<file path="src/rtl/dm_access_arbiter.sv">
// Data-memory port arbiter: shares one DM port between the pipeline MEM stage
// (single-word accesses) and a DMA/loader port (incrementing bursts).
// One DM access per cycle; DM signals are driven from registers and read data
// is returned registered, two cycles after the grant.
module dm_access_arbiter #(
    parameter int ADDR_W    = 16,
    parameter int DATA_W    = 32,
    parameter int MAX_BURST = 16,
    parameter int LEN_W     = $clog2(MAX_BURST) + 1
) (
    input  logic              clk,
    input  logic              rst,
    input  logic              c_req,
    input  logic              c_we,
    input  logic [ADDR_W-1:0] c_addr,
    input  logic [DATA_W-1:0] c_wdata,
    output logic              c_gnt,
    output logic [DATA_W-1:0] c_rdata,
    output logic              c_rvalid,
    input  logic              d_req,
    input  logic              d_we,
    input  logic [ADDR_W-1:0] d_addr,
    input  logic [LEN_W-1:0]  d_len,
    output logic              d_gnt,
    output logic              d_beat,
    input  logic [DATA_W-1:0] d_wdata,
    output logic [DATA_W-1:0] d_rdata,
    output logic              d_rvalid,
    output logic              d_done,
    output logic              DM_read,
    output logic              DM_write,
    output logic [ADDR_W-1:0] DM_addr,
    output logic [DATA_W-1:0] DM_in,
    input  logic [DATA_W-1:0] DM_out
);

    typedef enum logic {IDLE, BURST} state_t;

    state_t            state;
    logic [LEN_W-1:0]  rem;        // beats still owed after the current one
    logic [ADDR_W-1:0] ptr;        // address of the next burst beat
    logic              bwe;        // direction of the active burst
    logic              last_core;  // previous grant went to the core
    logic              p_core_rd;  // DM access in flight is a core read
    logic              p_dma_rd;   // DM access in flight is a DMA read
    logic              p_last;     // DM access in flight is the last burst beat

    logic              len_ok;
    logic              core_win;
    logic              dma_win;
    logic              last_beat;
    logic              acc_we;
    logic [ADDR_W-1:0] acc_addr;
    logic [DATA_W-1:0] acc_wdata;

    // Per-cycle slot arbitration and selection of the granted access
    always_comb begin
        len_ok    = (d_len != '0) && (d_len <= LEN_W'(MAX_BURST));
        core_win  = 1'b0;
        dma_win   = 1'b0;
        if (rst) begin
            if (state == IDLE) begin
                if (c_req && !(d_req && len_ok && last_core))
                    core_win = 1'b1;
                else if (d_req && len_ok)
                    dma_win = 1'b1;
            end else begin
                if (c_req && !last_core)
                    core_win = 1'b1;
                else
                    dma_win = 1'b1;
            end
        end

        if (core_win) begin
            acc_we    = c_we;
            acc_addr  = c_addr;
            acc_wdata = c_wdata;
        end else if (state == IDLE) begin
            acc_we    = d_we;
            acc_addr  = d_addr;
            acc_wdata = d_wdata;
        end else begin
            acc_we    = bwe;
            acc_addr  = ptr;
            acc_wdata = d_wdata;
        end

        last_beat = dma_win && (((state == IDLE) && (d_len == LEN_W'(1))) ||
                                ((state == BURST) && (rem == LEN_W'(1))));

        c_gnt  = core_win;
        d_beat = dma_win;
        d_gnt  = dma_win && (state == IDLE);
    end

    // Burst FSM, DM drive registers and registered read return
    always_ff @(posedge clk or negedge rst) begin
        if (!rst) begin
            state     <= IDLE;
            rem       <= '0;
            ptr       <= '0;
            bwe       <= 1'b0;
            last_core <= 1'b0;
            p_core_rd <= 1'b0;
            p_dma_rd  <= 1'b0;
            p_last    <= 1'b0;
            DM_read   <= 1'b0;
            DM_write  <= 1'b0;
            DM_addr   <= '0;
            DM_in     <= '0;
            c_rdata   <= '0;
            c_rvalid  <= 1'b0;
            d_rdata   <= '0;
            d_rvalid  <= 1'b0;
            d_done    <= 1'b0;
        end else begin
            DM_read  <= (core_win || dma_win) && !acc_we;
            DM_write <= (core_win || dma_win) && acc_we;
            if (core_win || dma_win)
                DM_addr <= acc_addr;
            if ((core_win || dma_win) && acc_we)
                DM_in <= acc_wdata;

            p_core_rd <= core_win && !acc_we;
            p_dma_rd  <= dma_win && !acc_we;
            p_last    <= last_beat;

            c_rvalid <= p_core_rd;
            if (p_core_rd)
                c_rdata <= DM_out;
            d_rvalid <= p_dma_rd;
            if (p_dma_rd)
                d_rdata <= DM_out;
            d_done <= p_last;

            if (core_win)
                last_core <= 1'b1;
            else if (dma_win)
                last_core <= 1'b0;

            if (dma_win) begin
                if (state == IDLE) begin
                    // First beat uses d_addr directly; only multi-beat bursts enter BURST
                    if (d_len != LEN_W'(1)) begin
                        state <= BURST;
                        rem   <= d_len - LEN_W'(1);
                        ptr   <= d_addr + ADDR_W'(1);
                        bwe   <= d_we;
                    end
                end else begin
                    rem <= rem - LEN_W'(1);
                    ptr <= ptr + ADDR_W'(1);
                    if (rem == LEN_W'(1))
                        state <= IDLE;
                end
            end
        end
    end

endmodule

</file>
<file path="config.mk">
export PLATFORM = sky130hd
export DESIGN_NAME = dm_access_arbiter
export DESIGN_NICKNAME = d
export VERILOG_FILES = /design/src/rtl/dm_access_arbiter.sv
export SDC_FILE = /design/constraint.sdc
export NUM_CORES = 1
export LEC_CHECK = 0
export CAP_MARGIN = 25
export CORE_MARGIN = 4
export CORE_UTILIZATION = 50
export DETAILED_ROUTE_END_ITERATION = 16
export DONT_BUFFER_PORTS = 1
export GPL_TIMING_DRIVEN = 0
export PLACE_DENSITY = 0.68
export SYNTH_ARGS = -nofsm -noshare
export SYNTH_HDL_FRONTEND = slang
export SYNTH_SLANG_ARGS = --single-unit
</file>
<file path="constraint.sdc">
create_clock -name clk -period 3 [get_ports clk]
set_clock_uncertainty 0.15 [all_clocks]
set_input_delay 0.45 -clock clk [delete_from_list [all_inputs] [get_ports clk]]
set_output_delay 0.45 -clock clk [all_outputs]
set_load 0.005 [all_outputs]
</file>
==> results.yml <==
critical_path:
  cp_cell_sequence: "buf_2 > buf_2 > clkbuf_4 > clkbuf_1 > nor2_1"
  critPathArrivalTime_ns: 2.08
  path_buf_inv: 4
  slowest_delay_ns: 0.36
  cp.required_ns: 2.40
  crit_type: "reg -> out"
  endpoint_kind: "output port"
  critPathTopFamily: "buffers and inverters"
  cp_common_cell: "buf_2"
  start_kind: "register"
  crit_path_max_fanout: 10
  slowest_stage: "clkbuf_1"
global_routing:
  globalRouteTotalUtil_pct: 22.1
  grt_max_degree: 150
  overflow: 0
  grt_antenna_before_repair: 0
  grt_pass1_wl_um: 25200
  grt_pass1_vias: 4517
synth:
  synthesis.instances: 512
  yosysMostFrequentCell: "dfrtp_1"
  synth_edf_count: 0
  ys_top_cells_by_count: "144 x dfrtp_1, 69 x mux2_2, 34 x nand2_1, 34 x nand2b_1, 29 x o221a_1"
  synth_ff_type: "dfrtp_1"
  netlist-cell-type-count: 48
  yosys_warnings: 0
  synth-seq-cells: 144
  synth.largest_area_cell: "dfrtp_1"
  synth_area_leaders: "dfrtp_1 56%, mux2_2 12%, o221a_1 5.1%, nand2b_1 3.3%, a221o_1 2.5%"
  async_reset_ff_share_pct: 100
  syn-cell-area_sq_um: 6420
  synth_nets: 656
  synth.top_cell.area_share_pct: 56.1
  ys_seq_area_share_pct: 56.1
  avgSynthCellArea_sq_um: 12.5
cells_and_area:
  layout-area-overhead-vs-synth_pct: 14.0
  seqCellArea_sq_um: 3600
  finish.utilization_pct: 58.0
  drive_gt1_share_pct: 23.2
  nets: 675
  fill_cells: 1029
  antenna_cells: 0
  multi_input_area_sq_um: 2620
cts:
  post_cts_buffers: 0
  path_clk_slew_ns: 0.06
  numClockSinks: 144
  cts_tree: "built"
  clk_root_buffer_cell: "clkbuf_16"
  cts-buffers-inserted: 17
  h-tree-depth: 4
  clockBufferDepth: 2
  clk_latency_ns: 0.41
place:
  portBuffers: 0
  place.gp.congestion: 0.818
  hpwlAfterDp_um: 12200
sta:
  hold_slack_ns: -0.416
  setup_viol: 0
  tns_ns: 0
  fmax_ghz: 0.373
  hold_viol: 144
  period_share_pct: 89.5
  worst_slew_pin_slew_ns: 0.595
  fin_crit_ns: 2.68
  max_slew_margin_pct: 60.3
  slew_violations: 0
  rsz0062_at_grt: "no"
pwr:
  ir_worst_vdd_v: 0.000311
  clockPowerShare_pct: 31.0
  combPwrFrac_pct: 21.3
  p_sw_share_pct: 30.3
  power.density_nw_per_um2: 1050
  internal_power_mw: 5.37
  p_seq_share_pct: 47.6
  p_leak_nw: 3.10
  switching_power_mw: 2.33
hold_path:
  min_path_type: "in -> async"
detailed_routing:
  final_antenna_net_count: 0
  dr.first_iter.drc_count: 282
  wirelength_um: 16500
  drc: 0
  wl_per_cell_um: 23.0
  vias: 4340
  avgViaCountPerCell: 6.07
  first_pass_iters: 4
run_status:
  status: "complete, but fails checks"
  violations: "hold timing"
floorplanning:
  die_height_um: 121
  dieArea_sq_um: 14700
  initial_core_util_pct: 50.9
  die_w_um: 121
  ios: 259
  num_rows: 41
  core_sq_um: 12600
job:
  drv_cap: 0
## per-layer routing
layer / wire length (um) / part of all wire (%) / GRT usage [%] / vias to the layer above
met2: 8310 / 50 / 35.8 / 218
met1: 6180 / 37 / 26.9 / 2183
li1: - / - / - / 1906
met3: 1610 / 9.8 / 7.79 / 33
met5: 0 / 0 / 0 / -
met4: 374 / 2.3 / 9.45 / 0
## power by group through the flow
stage / Combinational [mW] / Sequential (mW) / Clock, mW
6_report: 1.64 / 3.66 / 2.39
5_1_grt: 1.83 / 3.76 / 2.53
4_1_cts: 1.66 / 3.68 / 2.43
3_5_place_dp: 1.63 / 3.70 / 0
3_3_place_gp: 1.55 / 3.66 / 0
2_1_floorplan: 1.37 / 3.39 / 0
## logic make-up (layout without fill, tap and decap cells)
group,Yosys count,after routing,synth area share (%)
XOR/XNOR,16,16,2.18
flip-flops,144,144,56.1
buffers and inverters,43,74,3.12
multiplexers,84,84,14.4
adder cells (fa/ha/maj),5,5,0.975
AND/OR/NAND/NOR,123,123,9.98
AO/OA/AOI/OAI,97,97,13.2
## stage by stage
step | hold slack, ns | cells | instance area, sq um | power [mW] | setup WS, ns
floorplan | 0.00441 | 512 | 6420 | 4.77 | 0.556
global placement | 0.00806 | 684 | 6630 | 5.21 | 0.0328
detailed placement | 0.00877 | 684 | 6630 | 5.33 | 0.0102
CTS | -0.439 | 715 | 7320 | 7.76 | 0.151
global route | -0.444 | 715 | 7320 | 8.12 | 0.0571
finish | -0.416 | 715 | 7320 | 7.70 | 0.316
## worst paths after layout
check                           from           to  slack [ns]  cells past startpoint
setup / recovery               state        d_gnt        0.32                      5
hold / removal                   rst  d_rdata[15]       -0.42                      0
setup reg to reg               state      ptr[14]        0.36                     11
hold reg to reg               p_last       d_done        0.20                      0
max in group asynchronous        rst      DM_read        2.83                      0
min in group clk           c_addr[0]   DM_addr[0]        0.03                      1
## cells in the final DEF, fill, tap and decap left out, types with 3 or more instances in the layout
master | netlist | final
inv_1 | 13 | 13
nand2_1 | 34 | 34
buf_2 | 10 | 9
clkbuf_1 | 10 | 11
o21ai_0 | 20 | 20
nand2b_1 | 34 | 34
nand3_1 | 8 | 8
ha_1 | 5 | 5
mux2_2 | 69 | 69
o221a_2 | 3 | 3
xor2_1 | 4 | 4
or2_2 | 3 | 3
nand4_1 | 7 | 7
buf_1 | 6 | 6
a221o_1 | 16 | 16
nand4b_1 | 3 | 3
clkbuf_16 | 0 | 17
a21oi_1 | 9 | 9
mux2i_1 | 15 | 15
clkinv_4 | 0 | 4
o221a_1 | 29 | 29
bufinv_16 | 0 | 6
dfrtp_1 | 144 | 144
nor2_1 | 24 | 24
xnor2_1 | 12 | 12
buf_6 | 3 | 3
## sequential cells by signal, indices dropped and copies added (netlist names), 5 cells and up
register  flops
DM_in        32
c_rdata      32
DM_addr      16
d_rdata      32
rem           5
ptr          16
## area by class of cell
class	count	area share (%)
Sequential cell	144	49.2
Clock buffer	19	6.05
Clock inverter	12	3.16
Multi-Input combinational cell	325	35.8
Buffer	30	2.10
Tap cell	172	2.94
Inverter	13	0.667
## timing repair
action	4_1_cts	5_1_grt
pin swaps	0	1
endpoints found under the hold margin	144	144
cloned	0	0
endpoints found under the setup margin	1	5
gates resized for setup	1	1
(Power assumes the default switching activity.)
